$ cat config.mk
export PLATFORM = sky130hd
export DESIGN_NAME = chain_dp_max
export DESIGN_NICKNAME = d
export VERILOG_FILES = /design/src/rtl/chain_pkg.sv /design/src/rtl/chain_sat_add.sv /design/src/rtl/chain_dp_max.sv
export SDC_FILE = /design/constraint.sdc
export NUM_CORES = 1
export LEC_CHECK = 0
export ABC_AREA = 1
export BUFFER_PORTS_ARGS = -buffer_cell sky130_fd_sc_hd__buf_4
export CORE_MARGIN = 10
export CORE_UTILIZATION = 55
export DETAILED_ROUTE_END_ITERATION = 8
export GPL_TIMING_DRIVEN = 0
export PLACE_DENSITY = 0.79
export SYNTH_ARGS = -nofsm -noshare
export SYNTH_HDL_FRONTEND = slang
export SYNTH_SLANG_ARGS = --single-unit
$ cat constraint.sdc
create_clock -name clk -period 3.6 [get_ports clk]
set_input_delay 1.08 -clock clk [delete_from_list [all_inputs] [get_ports clk]]
set_output_delay 1.08 -clock clk [all_outputs]
set_load 0.05 [all_outputs]
$ cat src/rtl/chain_pkg.sv
// Shared types and constants for the chaining-DP max reduction stage.
package chain_pkg;

  localparam int unsigned ScoreW = 32;
  localparam int unsigned IdxW   = 16;

  typedef logic signed [ScoreW-1:0] score_t;
  typedef logic [IdxW-1:0]          idx_t;

  localparam idx_t NoPred = '1;

  typedef enum logic [1:0] {
    StIdle = 2'd0,
    StAcc  = 2'd1,
    StOut  = 2'd2
  } state_e;

endpackage

$ cat src/rtl/chain_sat_add.sv
// Combinational signed adder that clamps the result to the signed W-bit range.
module chain_sat_add #(
  parameter int unsigned W = 32
) (
  input  logic [W-1:0] a_i,
  input  logic [W-1:0] b_i,
  output logic [W-1:0] sum_o
);

  logic [W:0] wide;

  always_comb begin
    wide = {a_i[W-1], a_i} + {b_i[W-1], b_i};
    // Top two bits disagree only on overflow; the top bit gives the true sign.
    if (wide[W] != wide[W-1]) begin
      sum_o = wide[W] ? {1'b1, {(W-1){1'b0}}} : {1'b0, {(W-1){1'b1}}};
    end else begin
      sum_o = wide[W-1:0];
    end
  end

endmodule

$ cat src/rtl/chain_dp_max.sv
// Per-anchor max reduction: f[i] = max(w_i, max_j(f[j] + score)) with best predecessor index.
// Optional early drain after MAX_SKIP non-improving candidates: define CHAIN_MAX_SKIP_EN.
module chain_dp_max
  import chain_pkg::*;
#(
  parameter int unsigned SCORE_W  = ScoreW,
  parameter int unsigned IDX_W    = IdxW,
  parameter int unsigned MAX_SKIP = 25
) (
  input  logic               clk,
  input  logic               reset,
  input  logic               in_valid,
  output logic               in_ready,
  input  logic               in_first,
  input  logic               in_last,
  input  logic [SCORE_W-1:0] in_w,
  input  logic               in_sc_vld,
  input  logic [SCORE_W-1:0] in_score,
  input  logic [SCORE_W-1:0] in_f_pred,
  input  logic [IDX_W-1:0]   in_pred_idx,
  output logic               out_valid,
  input  logic               out_ready,
  output logic [SCORE_W-1:0] f_out,
  output logic [IDX_W-1:0]   p_out,
  output logic               proto_err
);

  localparam logic [IDX_W-1:0] NoPredIdx = '1;

  state_e state_q, state_d;
  logic signed [SCORE_W-1:0] best_f_q, best_f_d, f_out_q;
  logic signed [SCORE_W-1:0] base_f, sum, new_f;
  logic [IDX_W-1:0]          best_p_q, best_p_d, p_out_q, base_p, new_p;
  logic                      err_q, err_d;
  logic                      accept, in_anchor, load_out, eval_en, improve, drain;
  logic [SCORE_W-1:0]        sum_raw;

  assign in_ready  = (state_q != StOut) || out_ready;
  assign accept    = in_valid && in_ready;
  // A beat belongs to a live anchor if it opens one or continues the current one.
  assign in_anchor = in_first || (state_q == StAcc);

  chain_sat_add #(
    .W (SCORE_W)
  ) u_sat_add (
    .a_i   (in_f_pred),
    .b_i   (in_score),
    .sum_o (sum_raw)
  );

  assign sum     = sum_raw;
  assign base_f  = in_first ? in_w : best_f_q;
  assign base_p  = in_first ? NoPredIdx : best_p_q;
  assign eval_en = in_sc_vld && !drain;
  assign improve = eval_en && (sum > base_f);
  assign new_f   = improve ? sum : base_f;
  assign new_p   = improve ? in_pred_idx : base_p;

`ifdef CHAIN_MAX_SKIP_EN
  localparam int unsigned SkipW = (MAX_SKIP < 1) ? 1 : $clog2(MAX_SKIP + 1);

  logic [SkipW-1:0] skip_q, skip_d, skip_base;

  assign skip_base = in_first ? '0 : skip_q;
  assign drain     = (32'(skip_base) >= MAX_SKIP);

  always_comb begin
    skip_d = skip_q;
    if (accept && in_anchor) begin
      if (eval_en) begin
        skip_d = improve ? '0 : skip_base + SkipW'(1);
      end else begin
        skip_d = skip_base;
      end
    end
  end

  always_ff @(posedge clk or negedge reset) begin
    if (!reset) begin
      skip_q <= '0;
    end else begin
      skip_q <= skip_d;
    end
  end
`else
  assign drain = 1'b0;
`endif

  always_comb begin
    state_d  = state_q;
    err_d    = err_q;
    best_f_d = best_f_q;
    best_p_d = best_p_q;
    load_out = 1'b0;
    if (accept) begin
      if (in_anchor) begin
        best_f_d = new_f;
        best_p_d = new_p;
        if (in_first && (state_q == StAcc)) begin
          err_d = 1'b1;
        end
        if (in_last) begin
          state_d  = StOut;
          load_out = 1'b1;
        end else begin
          state_d = StAcc;
        end
      end else begin
        // Stray non-first beat outside an anchor; also completes any pending output handshake.
        err_d   = 1'b1;
        state_d = StIdle;
      end
    end else if ((state_q == StOut) && out_ready) begin
      state_d = StIdle;
    end
  end

  always_ff @(posedge clk or negedge reset) begin
    if (!reset) begin
      state_q  <= StIdle;
      err_q    <= 1'b0;
      best_f_q <= '0;
      best_p_q <= NoPredIdx;
      f_out_q  <= '0;
      p_out_q  <= NoPredIdx;
    end else begin
      state_q  <= state_d;
      err_q    <= err_d;
      best_f_q <= best_f_d;
      best_p_q <= best_p_d;
      if (load_out) begin
        f_out_q <= new_f;
        p_out_q <= new_p;
      end
    end
  end

  assign out_valid = (state_q == StOut);
  assign f_out     = f_out_q;
  assign p_out     = p_out_q;
  assign proto_err = err_q;

endmodule

==> reports/qor.txt <==
=================================================================================================
Setup crit end kind                                                                          flop
Final setup slack of the worst path                                                      -1350 ps
Clock tree buffer depth                                                                         2
Routed vias                                                                                  9976
Type of the tightest min-delay check                                                 flop to flop
Final period demand of the worst path                                                     4950 ps
Detailed-route DRC error count                                                                  0
Leakage                                                                                   7.17 nW
Number of cells in the design after placement                                                1775
Number of standard-cell rows in the floorplan                                                  46
Clock Pin Slew Worst Setup and Hold Paths                                                   70 ps
Library cell contributing the largest single delay on the critical path              sky130_fd_sc_hd__ha_4
Worst R2R End                                                                        best_f_q[23]$_DFFE_PN0P_
Finished Layout Cells                                                                        1884
Layout area overhead                                                                        46.6%
Port Buffers                                                                                  169
FMAX                                                                                      202 MHz
Worst-Skew Late Latency                                                                    360 ps
Clock tree sinks                                                                               99
Cell seen most often among critical-path stages                                      sky130_fd_sc_hd__nand2_2
First DRT Iteration DRCs                                                                      660
Number of top-level pins                                                                      170
Total Die Area                                                                         0.0216 mm2
Rel. slew slack                                                                             15.8%
Horiz. Die Dim                                                                             147 um
Number of cells traversed by the worst hold path                                                2
Fin nets                                                                                     1850
Clock Root Buffer                                                                    sky130_fd_sc_hd__clkbuf_16
Post-Layout Inst Area                                                                  0.0130 mm2
Setup slack of the worst register-to-register path                                         810 ps
Hold path startpoint                                                                 best_p_q[6]$_DFFE_PN1P_
Class of the most critical setup path                                                input pin to flop
Aggregate routed wire length                                                              31.9 mm
Final period utilization                                                                     137%
Number of distinct library cell variants in the gate-level netlist after synthesis             39
All-Layer GR Usage                                                                          27.3%
Power density relative to cell area                                                    685 mW/mm2
Worst-case setup slack after placement                                                   -1920 ps
CP Data Arrival Time                                                                      5230 ps
Antenna violations before repair                                                                0
Cell area after technology mapping                                                    0.00888 mm2
Number of max-slew violations in the final report                                               0
Area of the core                                                                       0.0158 mm2
Cts-stage hold buffer count                                                                     0
TritonCTS clock tree                                                                          yes
Final total negative setup slack                                                       -123250 ps
Starting density of the core                                                                56.1%
Post-layout total power                                                                   8.91 mW
Setup violations, final                                                                        96
Warning count from the yosys run                                                                0
DIE HEIGHT                                                                                 147 um
Commonest non-fill, non-tap cell in the layout                                       sky130_fd_sc_hd__nand2_1
Worst min-delay path endpoint                                                        best_p_q[6]$_DFFE_PN1P_
Max VDD drop                                                                           0.000581 V
Maximum clock skew at final layout                                                        17.7 ps
First-pass detailed-route iteration total                                                       5
Synthesized instance count                                                                   1390
Register bit count reported by yosys                                                           99
Avg Vias per Cell                                                                            5.30
Run status                                                                           complete, but fails checks
Antenna-violating nets left                                                                     0
Net count after synthesis                                                                    1577
Fraction of final layout cells with drive strength greater than 1                           41.3%
Maximum fanout along the worst path                                                             6
Core occupancy in the finished layout                                                       82.2%
Worst-margin pin slew                                                                     1260 ps
Wire length of the first global-routing pass                                              48.5 mm
Required time worst endpoint                                                              3890 ps
Final hold vios                                                                                 0
Filler cells                                                                                 1040
Post-synthesis sequential area ratio                                                        28.4%
Worst-case hold slack                                                                      469 ps
Hpwl dp                                                                                   22.2 mm
Sum of overflow across all layers after global routing                                          0
RSZ-0062 raised after global routing                                                          yes
Via count of the first global-routing pass                                                   9821
Worst setup SP type                                                                     input pin
Antenna cells                                                                                   0
Highest-count cells in the layout ignoring fill and taps                             sky130_fd_sc_hd__nand2_1 (538), sky130_fd_sc_hd__buf_4 (252), sky130_fd_sc_hd__inv_1 (179)
Maximum number of pins on one net before global-route repair                                  100
FF-to-FF path depth                                                                            19
Violations in the final reports                                                      setup timing
Placement-stage cell area                                                              0.0110 mm2
CP max stage delay                                                                         330 ps
Weighted congestion at the end of routability-driven global placement                       0.920
MaxCap Viol Count                                                                               0
Number of buffers added by the clock tree synthesis step                                        9
Count of H-tree levels built during CTS                                                         3
Avg Cell Area, Syn                                                                       6.39 um2
Wire length per cell after detailed routing                                               16.9 um
Critical R2R Launch                                                                  best_f_q[9]$_DFFE_PN0P_
=================================================================================================
==> routing by layer <==
layer,part of all wire [%],track usage (%)
met5,0,0
met4,3.1,8.33
met3,7.0,5.28
met2,49,46.9
met1,41,33.8
==> synth_stat cells (all sizes together) <==
cell type	count	area (um2)
inv	190	713
nand2	703	2970
a41oi	1	8.76
or2	33	206
and2	1	6.26
ha	67	838
nand4	3	18.8
fa	1	20.0
nor3	5	25.0
dfstp	32	841
nor2	65	262
mux2i	1	10.0
o21ai	46	230
a21o	1	7.51
o21a	2	15.0
buf	23	220
clkinv	1	3.75
nand3b	6	45.0
nand3	74	403
dfrtp	67	1680
dlygate4sd1	2	17.5
o211ai	1	7.51
o21bai	3	22.5
a21oi	44	239
clkbuf	18	67.6
==> worst max-delay path by stage <==
stage	startpoint	to
2_1_floorplan	in_f_pred[9]	f_out[31]$_DFFE_PN0P_
3_5_place_dp	in_score[19]	f_out[30]$_DFFE_PN0P_
4_1_cts	in_f_pred[8]	best_f_q[28]$_DFFE_PN0P_
5_1_grt	in_f_pred[11]	best_f_q[23]$_DFFE_PN0P_
3_3_place_gp	in_f_pred[9]	best_p_q[14]$_DFFE_PN1P_
6_report	in_f_pred[11]	best_f_q[23]$_DFFE_PN0P_
==> critical path, delay by kind of cell <==
family | cells | cell delay, ps
simple gates | 22 | 2060
buf+inv | 10 | 1000
fa+ha+maj | 3 | 940
compound gates | 1 | 130
==> flip-flops by register name, indices dropped and copies added, names as in the netlist <==
signal	count
f_out	32
best_f_q	32
state_q	2
p_out	16
proto_err	1
best_p_q	16
==> cells by family after synthesis <==
group                      synth area share [%]
AOI/OAI and AO/OA                          5.98
adders and majority gates                  9.67
buffers and inverters                      11.5
DFF                                        28.4
muxes                                     0.113
and+or+nand+nor                            44.4
==> final cells by class <==
class | count | area (um2) | share of cell area [%]
multi-input combinational | 1057 | 6700 | 51.4
sequential | 99 | 2520 | 19.3
timing repair buffer | 263 | 2130 | 16.4
inverter | 191 | 729 | 5.60
buffer | 41 | 359 | 2.76
tap | 216 | 270 | 2.08
clock buffer | 10 | 239 | 1.84
clock inverter | 6 | 65.1 | 0.500
timing repair inverter | 1 | 8.76 | 0.0673
==> where the power goes <==
part	switching, mW	internal, mW	total, mW
Clock	0.490	0.511	1.00
Combinational	3.65	2.24	5.89
Sequential	0.292	1.73	2.02
Total	4.43	4.48	8.91
==> timing repair <==
action,in CTS,in global routing
endpoints found under the setup margin,96,96
cloned,5,3
setup buffers,69,19
pin swaps,67,69
gates resized for setup,118,115
Note: power is estimated with default switching activity, not from simulation.
